===== src/rtl/cpu_pkg.sv =====
// Shared types and encodings for the multicycle controller and its decoder.
package cpu_pkg;

  // Controller sequencing states.
  typedef enum logic [2:0] {
    ST_IDLE   = 3'd0,
    ST_FETCH  = 3'd1,
    ST_DECODE = 3'd2,
    ST_EXEC   = 3'd3,
    ST_MEM    = 3'd4,
    ST_WB     = 3'd5,
    ST_TRAP   = 3'd6
  } state_t;

  // Instruction classes, grouped by the path they take through EXEC/MEM/WB.
  typedef enum logic [2:0] {
    CLS_ALU    = 3'd0,
    CLS_UPPER  = 3'd1,
    CLS_JAL    = 3'd2,
    CLS_JALR   = 3'd3,
    CLS_BRANCH = 3'd4,
    CLS_LOAD   = 3'd5,
    CLS_STORE  = 3'd6
  } instr_class_t;

  // Opcodes (instr[6:0]).
  localparam logic [6:0] OPC_LUI    = 7'b0110111;
  localparam logic [6:0] OPC_AUIPC  = 7'b0010111;
  localparam logic [6:0] OPC_JAL    = 7'b1101111;
  localparam logic [6:0] OPC_JALR   = 7'b1100111;
  localparam logic [6:0] OPC_BRANCH = 7'b1100011;
  localparam logic [6:0] OPC_LOAD   = 7'b0000011;
  localparam logic [6:0] OPC_STORE  = 7'b0100011;
  localparam logic [6:0] OPC_OP_IMM = 7'b0010011;
  localparam logic [6:0] OPC_OP     = 7'b0110011;

  // Immediate format select.
  localparam logic [2:0] EXT_I = 3'b000;
  localparam logic [2:0] EXT_U = 3'b001;
  localparam logic [2:0] EXT_S = 3'b010;
  localparam logic [2:0] EXT_B = 3'b011;
  localparam logic [2:0] EXT_J = 3'b100;

  // Next-PC source.
  localparam logic [1:0] PC_SEL_PLUS4 = 2'd0;
  localparam logic [1:0] PC_SEL_REL   = 2'd1;
  localparam logic [1:0] PC_SEL_JALR  = 2'd2;

  function automatic logic is_mem_class(input instr_class_t c);
    return (c == CLS_LOAD) || (c == CLS_STORE);
  endfunction

endpackage


===== src/rtl/instr_class_decoder.sv =====
// Purely combinational opcode classifier: class, immediate format, legality.
module instr_class_decoder
  import cpu_pkg::*;
(
  input  logic [6:0]   opcode,
  output instr_class_t cls,
  output logic [2:0]   ext_op,
  output logic         legal
);

  // Map opcode to class and immediate format; unknown opcodes are flagged illegal.
  always_comb begin
    cls    = CLS_ALU;
    ext_op = EXT_I;
    legal  = 1'b1;
    case (opcode)
      OPC_LUI,
      OPC_AUIPC: begin
        cls    = CLS_UPPER;
        ext_op = EXT_U;
      end
      OPC_JAL: begin
        cls    = CLS_JAL;
        ext_op = EXT_J;
      end
      OPC_JALR: begin
        cls    = CLS_JALR;
        ext_op = EXT_I;
      end
      OPC_BRANCH: begin
        cls    = CLS_BRANCH;
        ext_op = EXT_B;
      end
      OPC_LOAD: begin
        cls    = CLS_LOAD;
        ext_op = EXT_I;
      end
      OPC_STORE: begin
        cls    = CLS_STORE;
        ext_op = EXT_S;
      end
      OPC_OP_IMM,
      OPC_OP: begin
        cls    = CLS_ALU;
        ext_op = EXT_I;
      end
      default: begin
        legal = 1'b0;
      end
    endcase
  end

endmodule


===== src/rtl/multicycle_control.sv =====
// Multicycle CPU control FSM: sequences fetch, decode, execute, memory and
// write-back, and parks in TRAP on an unknown opcode until reset.
//
// state  | meaning
// -------+----------------------------------------------------------
// IDLE   | one quiet cycle after reset, no requests
// FETCH  | imem_req held until imem_ready; IR loaded on ready
// DECODE | opcode classified; class/ExtOp captured on exit
// EXEC   | branches resolve PC here; others pick MEM or WB
// MEM    | dmem_req held until dmem_ready; stores retire on ready
// WB     | one-cycle register write and PC update
// TRAP   | illegal opcode seen; everything idle, illegal=1 until rst
module multicycle_control
  import cpu_pkg::*;
(
  input  logic        clk,
  input  logic        rst,
  input  logic [31:0] instr,
  output logic        imem_req,
  input  logic        imem_ready,
  output logic        dmem_req,
  output logic        dmem_we,
  input  logic        dmem_ready,
  input  logic        branch_cond,
  output logic        ir_we,
  output logic        pc_we,
  output logic        rf_we,
  output logic [1:0]  pc_sel,
  output logic [2:0]  ExtOp,
  output logic        illegal
);

  state_t       state;
  state_t       state_nxt;
  instr_class_t cls_q;
  instr_class_t dec_cls;
  logic [2:0]   ext_q;
  logic [2:0]   dec_ext;
  logic         dec_legal;

  // Only the opcode field steers control; the rest of the word feeds the datapath.
  logic unused_instr_bits;
  assign unused_instr_bits = ^instr[31:7];

  instr_class_decoder u_decoder (
    .opcode (instr[6:0]),
    .cls    (dec_cls),
    .ext_op (dec_ext),
    .legal  (dec_legal)
  );

  // State register.
  always_ff @(posedge clk or posedge rst) begin
    if (rst) begin
      state <= ST_IDLE;
    end else begin
      state <= state_nxt;
    end
  end

  // Capture class and immediate format as DECODE exits so they hold through WB.
  always_ff @(posedge clk or posedge rst) begin
    if (rst) begin
      cls_q <= CLS_ALU;
      ext_q <= EXT_I;
    end else if (state == ST_DECODE) begin
      cls_q <= dec_cls;
      ext_q <= dec_ext;
    end
  end

  // Next-state and outputs; Mealy terms use only state, ready and branch_cond.
  always_comb begin
    state_nxt = state;
    imem_req  = 1'b0;
    dmem_req  = 1'b0;
    dmem_we   = 1'b0;
    ir_we     = 1'b0;
    pc_we     = 1'b0;
    rf_we     = 1'b0;
    pc_sel    = PC_SEL_PLUS4;
    ExtOp     = EXT_I;
    illegal   = 1'b0;
    case (state)
      ST_IDLE: begin
        state_nxt = ST_FETCH;
      end
      ST_FETCH: begin
        imem_req = 1'b1;
        if (imem_ready) begin
          ir_we     = 1'b1;
          state_nxt = ST_DECODE;
        end
      end
      ST_DECODE: begin
        state_nxt = dec_legal ? ST_EXEC : ST_TRAP;
      end
      ST_EXEC: begin
        ExtOp = ext_q;
        if (cls_q == CLS_BRANCH) begin
          pc_we     = 1'b1;
          pc_sel    = branch_cond ? PC_SEL_REL : PC_SEL_PLUS4;
          state_nxt = ST_FETCH;
        end else if (is_mem_class(cls_q)) begin
          state_nxt = ST_MEM;
        end else begin
          state_nxt = ST_WB;
        end
      end
      ST_MEM: begin
        ExtOp    = ext_q;
        dmem_req = 1'b1;
        dmem_we  = (cls_q == CLS_STORE);
        if (dmem_ready) begin
          if (cls_q == CLS_STORE) begin
            pc_we     = 1'b1;
            pc_sel    = PC_SEL_PLUS4;
            state_nxt = ST_FETCH;
          end else begin
            state_nxt = ST_WB;
          end
        end
      end
      ST_WB: begin
        ExtOp     = ext_q;
        rf_we     = 1'b1;
        pc_we     = 1'b1;
        state_nxt = ST_FETCH;
        if (cls_q == CLS_JAL) begin
          pc_sel = PC_SEL_REL;
        end else if (cls_q == CLS_JALR) begin
          pc_sel = PC_SEL_JALR;
        end
      end
      ST_TRAP: begin
        illegal   = 1'b1;
        state_nxt = ST_TRAP;
      end
      default: begin
        state_nxt = ST_IDLE;
      end
    endcase
  end

endmodule

===== config.mk =====
export PLATFORM = sky130hd
export DESIGN_NAME = multicycle_control
export DESIGN_NICKNAME = d
export VERILOG_FILES = /design/src/rtl/cpu_pkg.sv /design/src/rtl/instr_class_decoder.sv /design/src/rtl/multicycle_control.sv
export SDC_FILE = /design/constraint.sdc
export NUM_CORES = 1
export LEC_CHECK = 0
export CORE_ASPECT_RATIO = 1.5
export CORE_UTILIZATION = 34
export CTS_CLUSTER_SIZE = 14
export DETAILED_ROUTE_END_ITERATION = 12
export HOLD_SLACK_MARGIN = 0.15
export PLACE_DENSITY_LB_ADDON = 0.08
export SLEW_MARGIN = 25
export SYNTH_ARGS = -nofsm -noshare
export SYNTH_HDL_FRONTEND = slang
export SYNTH_SLANG_ARGS = --single-unit

===== constraint.sdc =====
create_clock -name clk -period 1.87 [get_ports clk]
set_input_delay 0.374 -clock clk [delete_from_list [all_inputs] [get_ports clk]]
set_output_delay 0.374 -clock clk [all_outputs]
set_load 0.01 [all_outputs]

After elaboration in Yosys (flattened, before gate mapping)
Cells that the tools add are included.

Bits in writable memories: 0. Logic and storage cells: 59. ROM bits: 0. Register bits: 9. Output and inout bits: 12. Memories kept: 0. Latch bits: 0.

Divide/modulo/power cells: 0. $lt $le $gt $ge: 0. Bitwise logic cells: 0. Reductions and logical operators: 7. Equal/unequal tests: 22. Multiply operators: 0. Shift operators: 0. Multiplexer cells: 27. Add/sub/neg operators: 0.

Operators by type and width (count): $pmux 3 s6 (2); $eq 7x6->1 const B (3); $eq 7x7->1 const B (3); $eq 3x3->1 const B (6); $mux 3 (6); $eq 7x5->1 const B (2); $mux 1 (14); $eq 3x2->1 const B (4); $pmux 3 s4 (1); $reduce_or 9->1 (1); $eq 7x2->1 const B (1); $mux 2 (2); $ne 2x2->1 const B (2); $pmux 2 s2 (1); $reduce_or 2->1 (2); $eq 3x1->1 const B (1); $logic_not 3->1 (1); $pmux 1 s3 (1); $reduce_or 3->1 (1); $reduce_and 2->1 (1); $logic_or 1x1->1 (1).

Depth between registers and ports, before layout
Gate-level depths: netlist of run 1.

Depth after elaboration: 5. Depth in mapped cells: 6.

By module
Synthesis of run 1 repeated with hierarchy kept, for this count alone.

Cells, all modules: 81. Area total of the unflattened synthesis: 739.5 µm².

By module, submodules not included: multicycle_control (area an instance 578.1 µm², times used 1, seq. area each 225.2 µm², cells an instance 58); instr_class_decoder (area an instance 161.4 µm², times used 1, seq. area each 0.0 µm², cells an instance 23).

Worst setup path after synthesis of run 1
Ideal clock, no wire load.

Path type: register to output. Start point: register state[1]. End point: output pc_sel[0]. Path slack: 166 ps. Required time: 1496 ps. Data arrival time: 1330 ps. Path buffers: 1. Cell stages (with the launch flop): 6. Cell sequence: dfrtp_1 -> clkbuf_1 -> nand2b_1 -> nor3b_1 -> a21oi_1 -> nor3_1.

Cells in the longest elaborated chain, start to end: 2. Elaborated cells on any way between the ends: 3. Those cells by class: eq/ne: 2; mux: 1.

Ends and longest elaborated chain: from (decl) (line multicycle_control.sv:33) `state_t state;`; from (signal assigned) (line multicycle_control.sv:57) `state <= state_nxt;`; $eq 3x3->1 or $eq 3x2->1 (tied branches) (line multicycle_control.sv:84) `case (state)`; $pmux 2 s2 * (line multicycle_control.sv:84); to (decl) (line multicycle_control.sv:28) `output logic [1:0] pc_sel,`.

Mark *: on every way between the ends. The rest lies on a longest branch, timed or not.

Worst setup path in the final report of run 1
Start point: register state[2]. End point: output ExtOp[0].

Cells in the longest elaborated chain, start to end: 3. Elaborated cells on any way between the ends: 5. Those cells by class: eq/ne: 3; mux: 1; reduce/logical: 1.

Ends and longest elaborated chain: $eq 3x3->1 or $eq 3x2->1 (tied branches) (line multicycle_control.sv:84); $reduce_or 3->1 (no line) *; $mux 3 * (line multicycle_control.sv:84); to (decl) (line multicycle_control.sv:29) `output logic [2:0] ExtOp,`.

Marks and branches as above.

==> out/qor.csv, run 1 <==
metric,value,unit
power_density,1267,nW/µm²
timing.critical_path.from_type,register,
clock_tree_from_tritoncts,built,
cts_inserted_buffers,3,
outcome,"finished, final reports clean",
drt_drc_violations_left,0,
ant_nets,0,
totalNegativeSetupSlack,0,ns
drt-initial-drc-count,18,
grt_use_met1,0.2200,
skew,0.001187,ns
final_min_period_over_clock_period,0.9645,
finalWirelength,1879,µm
crit_path_max_fanout,3,
die_y,57.25,µm
cts-hold-fix-buffers,0,
rsz0062_at_grt,false,
die_width,38.84,µm
routabilityCongestion,0.7011,
class_of_the_worst_hold_path,in2async,
synth_async_sr_flop_share,1.000,
max_cap_violations,0,
first_pass_iters,4,
grt_first_pass_wirelength,3201,µm
postSynth.topFlopCell,sky130_fd_sc_hd__dfrtp_1,
pin_count,49,
maxSlewHeadroom,0.7724,
place.detailed.hpwl,1499,µm
crit_chain,buf_6 -> nand2b_4 -> o21ai_2 -> buf_4 -> and2_1 -> buf_2,
ys.warnings.count,0,
globalRouteOverflowTotal,0,
dr_total_vias,786,
report.final.hold_viol_count,0,
vdd_ir_drop_max,0.6486,mV
synth_cells,88,
met3_usage,0,
crit_type,reg2out,
synth_enable_flop_cells,0,
place.port_buffers,23,
busiest_layer,met2,
clock_edge_transition_at_the_registers_on_the_reported_setup_and_hold_paths,0.06,ns
fin_crit,1.804,ns
num-nets-final,173,
design.core.area,1878,µm²
grtUsageTotal,0.1983,
power_leakage,0.5557,nW
cts_buffer_depth,2,
ctsHtreeMaxLevel,1,
max_slew_violation_count,0,
net_count_of_the_mapped_netlist,125,
placed_cells_incl_taps,148,
area_growth_syn_to_layout,65.28,%
clock_root_cell,sky130_fd_sc_hd__clkbuf_4,
avgSynthCellArea,7.863,µm²
mappedNetlistArea,691.9,µm²
element_type_at_the_critical_path_end,output pin,
placement_rows,19,
clock.fmax,554.4,MHz
clkLatencyLatePin,0.25,ns
final-setup-viol-count,0,
worstPathArrival,1.43,ns
die_ar,2223,µm²
required_time_of_the_worst_setup_path,1.50,ns
grt_pass1_vias,751,
crit_path_max_incr_delay,0.42,ns
synth-seq-cells,9,
timing_worst_slew_pin_value,0.3369,ns
diodes,0,
met2_usage,0.3619,
synth.yosys.seq_area_share,0.3255,
antenna_found_initial,0,
wire_per_inst,12.04,µm
stdcell_count,156,
grt_start_max_net_pins,12,
floorplan.initialDensity,0.3684,
clock_sinks,9,
unique_masters_post_synth,32,
detail_route.vias_per_cell,5.038,
slowest_stage_cell_cp,sky130_fd_sc_hd__dfrtp_2,
post_route_cells_drive_above_1_share,0.3481,
per-stage QoR:
step           utilization  total power, mW  setup WS (ns)  cell area, µm²  hold slack (ns)
2_1_floorplan            -           0.7669         0.1662           691.9           0.2019
3_3_place_gp        0.5690            1.172        -0.2207            1069           0.4569
3_5_place_dp        0.5690            1.194        -0.2239            1069           0.4612
4_1_cts             0.5936            1.378      -0.002457            1115           0.3778
5_1_grt             0.6089            1.568       0.002907            1144           0.4119
6_report            0.6089            1.449        0.06636            1144           0.3736
routing by layer:
layer / vias up / wire length (µm)
met3: 4 / 40
li1: 406 / -
met2: 19 / 1045
met1: 357 / 758
met4: 0 / 35
met5: - / 0
cell type report:
cell class              instances  area [µm²]
clock buffers                   4       26.28
fillers                       185       734.5
well taps                      21       26.28
inverters                       4       15.01
flip-flops and latches          9       226.5
multi-input cells              71       471.7
repair buffers                 47       377.9
critical path: cells and delay by family (launching register included):
family          cells  cell delay, ns
buf+inv             3            0.37
flops               1            0.42
compound gates      1            0.12
simple gates        2            0.26
cells by family (layout without fill, tap and decap cells):
family / count (synthesis) / after routing / share of synthesized area
AOI/OAI and AO/OA: 21 / 21 / 0.1881
xor gates and xnor gates: 1 / 1 / 0.01266
buffers and inverters: 8 / 55 / 0.06509
DFF: 9 / 9 / 0.3255
and+or+nand+nor: 49 / 49 / 0.4087
cell usage after synthesis (2+ instances only):
master                      n  area share
sky130_fd_sc_hd__o21ai_1    2       0.014
sky130_fd_sc_hd__and2_1     3       0.027
sky130_fd_sc_hd__and3_1     2       0.018
sky130_fd_sc_hd__or3_1      3       0.027
sky130_fd_sc_hd__inv_1      4       0.022
sky130_fd_sc_hd__buf_6      2       0.033
sky130_fd_sc_hd__nor3b_1    2       0.022
sky130_fd_sc_hd__nor2_1     6       0.033
sky130_fd_sc_hd__nor2b_1    3       0.027
sky130_fd_sc_hd__nand2_1   11       0.060
sky130_fd_sc_hd__nand3_1    5       0.036
sky130_fd_sc_hd__clkbuf_1   2       0.011
sky130_fd_sc_hd__a21oi_1    4       0.029
sky130_fd_sc_hd__dfrtp_1    9        0.33
sky130_fd_sc_hd__nand2b_1   4       0.036
sky130_fd_sc_hd__nor3_1     2       0.014
sky130_fd_sc_hd__o41ai_1    3       0.038
sky130_fd_sc_hd__o21ai_0    7       0.051
report_power, final:
| group | switching, mW | leakage, nW | internal [mW] |
|---|---|---|---|
| Clock | 0.0626 | 0.0150 | 0.0819 |
| Sequential | 0.0493 | 0.116 | 0.286 |
| Combinational | 0.444 | 0.425 | 0.524 |
| Total | 0.556 | 0.556 | 0.892 |
registers in the layout, summed over array words and instances (netlist names):
name,cells
cls_q,3
ext_q,3
state,3
cells in the final DEF, fill, tap and decap left out, drive strengths merged:
master,instances
a31o,1
nand3,5
nor3b,2
nor2,6
nand2,11
clkbuf,5
nand4b,1
a21oi,4
clkdlybuf4s50,11
a211o,1
nand2b,5
nor3,2
buf,30
and4bb,1
clkdlybuf4s15,1
inv,4
o211ai,1
dfrtp,9
or2,1
or3b,1
dlygate4sd2,4
o41ai,3
and2,3
and4b,1
and2b,1
nor2b,3
and3,2
o31ai,1
o21ai,9
or3,3
or2b,1
xor2,1
a31oi,1
worst paths after layout:
kind	from	end	slack (ns)	depth (start not counted)
min in group clk	ext_q[2]$_DFFE_PP0N_	ext_q[2]$_DFFE_PP0N_	0.47	2
hold / removal	rst	state[1]$_DFFE_PP0P_	0.37	2
setup reg to reg	state[2]$_DFFE_PP0P_	cls_q[0]$_DFFE_PP0N_	0.12	6
hold reg to reg	ext_q[2]$_DFFE_PP0N_	ext_q[2]$_DFFE_PP0N_	0.47	2
setup / recovery	state[2]$_DFFE_PP0P_	ExtOp[0]	0.07	6
max in group asynchronous	rst	state[2]$_DFFE_PP0P_	1.22	2
timing repair:
action | in CTS | in global routing
setup endpoints to repair | 12 | 9
resized for setup | 38 | 11
pin swaps | 2 | 1
setup buffers | 4 | 1
Note: power is estimated with default switching activity, not from simulation.
==> run 2, diff against run 1 <==
Settings changed: CORE_ASPECT_RATIO 1.5 to not set.
==> run 2 against run 1 <==
Against the previous run: maximum frequency is 1.0% lower; clock power up 10%; first-iteration DRC count shrank 72%; critical path type unchanged; critical path depth down 1; design area is 3.3% lower; die area is 0.18% lower; highest routed layer unchanged; critical endpoint is now dmem_req.
==> out/qor.csv, run 2 (synthesis gave the netlist of run 1 again) <==
metric,value,unit,change
final.hold.worst_slack,0.3603,ns,-0.01323 ns
clkLatencyLatePin,0.27,ns,+0.02 ns
wire_per_inst,11.69,µm,-3.0%
multi_input_area,464.2,µm²,-1.6%
floorplan.initialDensity,0.3801,,+0.01165
final_min_period_over_clock_period,0.9744,,+0.009907
worstPathArrival,1.45,ns,+0.02 ns
cts_buffer_depth,2,,unchanged
report.final.hold_viol_count,0,,unchanged
reg_top3,"cls_q: 3 flops, ext_q: 3 flops, state: 3 flops",,
post_route_cells_drive_above_1_share,0.3333,,-0.01481
diodes,0,,unchanged
class_of_the_worst_hold_path,in2async,,
timing.critical_path.from_type,register,,
place.detailed.hpwl,1411,µm,-5.9%
layout.core_utilization,0.6076,,-0.001367
commonest_cells_after_routing_fill_and_taps_aside,"20 x sky130_fd_sc_hd__buf_4, 11 x sky130_fd_sc_hd__nand2_1, 11 x sky130_fd_sc_hd__clkdlybuf4s50_1, 8 x sky130_fd_sc_hd__dfrtp_1, 6 x sky130_fd_sc_hd__buf_2",,
dr_total_vias,764,,-2.8%
element_type_at_the_critical_path_end,output pin,,
setup_ws,0.04783,ns,-0.01853 ns
skew,0.008354,ns,+0.007167 ns
layout.cells.most_common,sky130_fd_sc_hd__buf_4,,
max_cap_violations,0,,unchanged
pin_count,49,,unchanged
place.port_buffers,23,,unchanged
r2r_start,state[2]$_DFFE_PP0P_,,
r2r_setup_slack,0.18,ns,+0.06 ns
timing_worst_slew_pin_value,0.3658,ns,+0.02890 ns
placement_rows,15,,-4
ant_nets,0,,unchanged
filler_cell_count,167,,-9.7%
ctsHtreeMaxLevel,1,,unchanged
detail_route.vias_per_cell,4.866,,-3.4%
crit_type,reg2out,,
die_y,47.11,µm,-18%
crit_chain,nand2b_4 -> buf_4 -> nor2_2 -> buf_4 -> dlygate4sd2_1,,
grtUsageTotal,0.1867,,-0.01167
drt-initial-drc-count,5,,-13
crit-reg2reg-capture,cls_q[0]$_DFFE_PP0N_,,
clock.fmax,548.8,MHz,-1.0%
routabilityCongestion,0.8067,,+15%
power_leakage,0.5328,nW,-4.1%
grt_pass1_vias,701,,-6.7%
crit_path_max_fanout,4,,+1
clock_tree_from_tritoncts,built,,
crit_path_frequent_cell,sky130_fd_sc_hd__buf_4,,
power_density,1246,nW/µm²,-1.7%
die_ar,2219,µm²,-0.18%
cts_inserted_buffers,3,,unchanged
fin_crit,1.822,ns,+0.01853 ns
grt_start_max_net_pins,12,,unchanged
drt_drc_violations_left,0,,unchanged
dpl_worst_slack,-0.2234,ns,+0.0005350 ns
first_pass_iters,4,,unchanged
vdd_ir_drop_max,0.6121,mV,-5.6%
crit_path_max_incr_delay,0.41,ns,about the same
clock_edge_transition_at_the_registers_on_the_reported_setup_and_hold_paths,0.07,ns,about the same
globalRouteOverflowTotal,0,,unchanged
antenna_found_initial,0,,unchanged
outcome,"finished, final reports clean",,
die_width,47.11,µm,+21%
slowest_stage_cell_cp,sky130_fd_sc_hd__dfrtp_1,,
max_slew_violation_count,0,,unchanged
final-setup-viol-count,0,,unchanged
required_time_of_the_worst_setup_path,1.50,ns,about the same
finalWirelength,1835,µm,-2.3%
area_growth_syn_to_layout,59.86,%,
clock_root_cell,sky130_fd_sc_hd__clkbuf_4,,
r2r.worst_path.cells,5,,-1
storage_cell_area,226.5,µm²,unchanged
clock_sinks,9,,unchanged
maxSlewHeadroom,0.7558,,-0.01660
design.core.area,1821,µm²,-3.1%
grt_first_pass_wirelength,2856,µm,-11%
num-nets-final,170,,-1.7%
==> run 2: cell types whose count changed in the layout (fill, tap and decap cells not counted), sizes merged <==
cell and change:
clkdlybuf4s15 -1, dlygate4sd2 -1, clkbuf +2, buf -3
==> run 2: area by class of cell <==
type / instances / share of cell area
Sequential cell: 9 / 0.2048
Timing Repair Buffer: 44 / 0.3100
Multi-Input combinational cell: 71 / 0.4197
Inverter: 4 / 0.01357
Clock buffer: 4 / 0.02376
Tap cell: 25 / 0.02828
==> run 2: how the worst max path moves through the flow <==
stage                              start         to  cells past startpoint
finish              state[1]$_DFFE_PP0P_   dmem_req                      5
global route        state[1]$_DFFE_PP0P_   dmem_req                      5
CTS                 state[1]$_DFFE_PP0P_   ExtOp[2]                      6
detailed placement           branch_cond  pc_sel[0]                      6
global placement             branch_cond  pc_sel[0]                      6
floorplan           state[1]$_DFFE_PP0P_  pc_sel[0]                      5
==> run 2: where the power goes <==
group	switching, mW	internal (mW)	leakage [nW]
clock	0.0766	0.0826	0.0150
combinational	0.409	0.467	0.402
sequential	0.0561	0.286	0.116
total	0.542	0.836	0.533
==> run 2: worst max-delay path, delay by kind of cell, from the launching register on <==
family / cells / cell delay [ns]
flops: 1 / 0.41
simple gates: 2 / 0.26
buf+inv: 3 / 0.50
==> run 2: timing repair <==
item | 4_1_cts | 5_1_grt
endpoints found under the hold margin | 0 | 0
hold buffers | 0 | 0
buffers inserted | 2 | 0
pin swaps | 0 | 3
setup endpoints to repair | 12 | 6
resized for setup | 38 | 11
==> run 2: per-layer routing <==
metal	vias up	global-route usage	wire length (µm)	share of wire
met1	339	0.2217	883	0.48
met5	-	0	0	0
met3	5	0.04615	63	0.034
met2	19	0.3083	842	0.46
li1	401	-	-	-
met4	0	0.1029	45	0.025
==> run 2: metrics by stage <==
step	instance area [µm²]	power [mW]	setup TNS, ns	instances
after floorplan	691.9	0.7669	0	88
after global placement	1074	1.163	-0.6057	152
final	1106	1.378	0	157
after CTS	1106	1.352	-0.004434	158
after global routing	1106	1.490	-0.004487	157
after detailed placement	1074	1.171	-0.6193	152
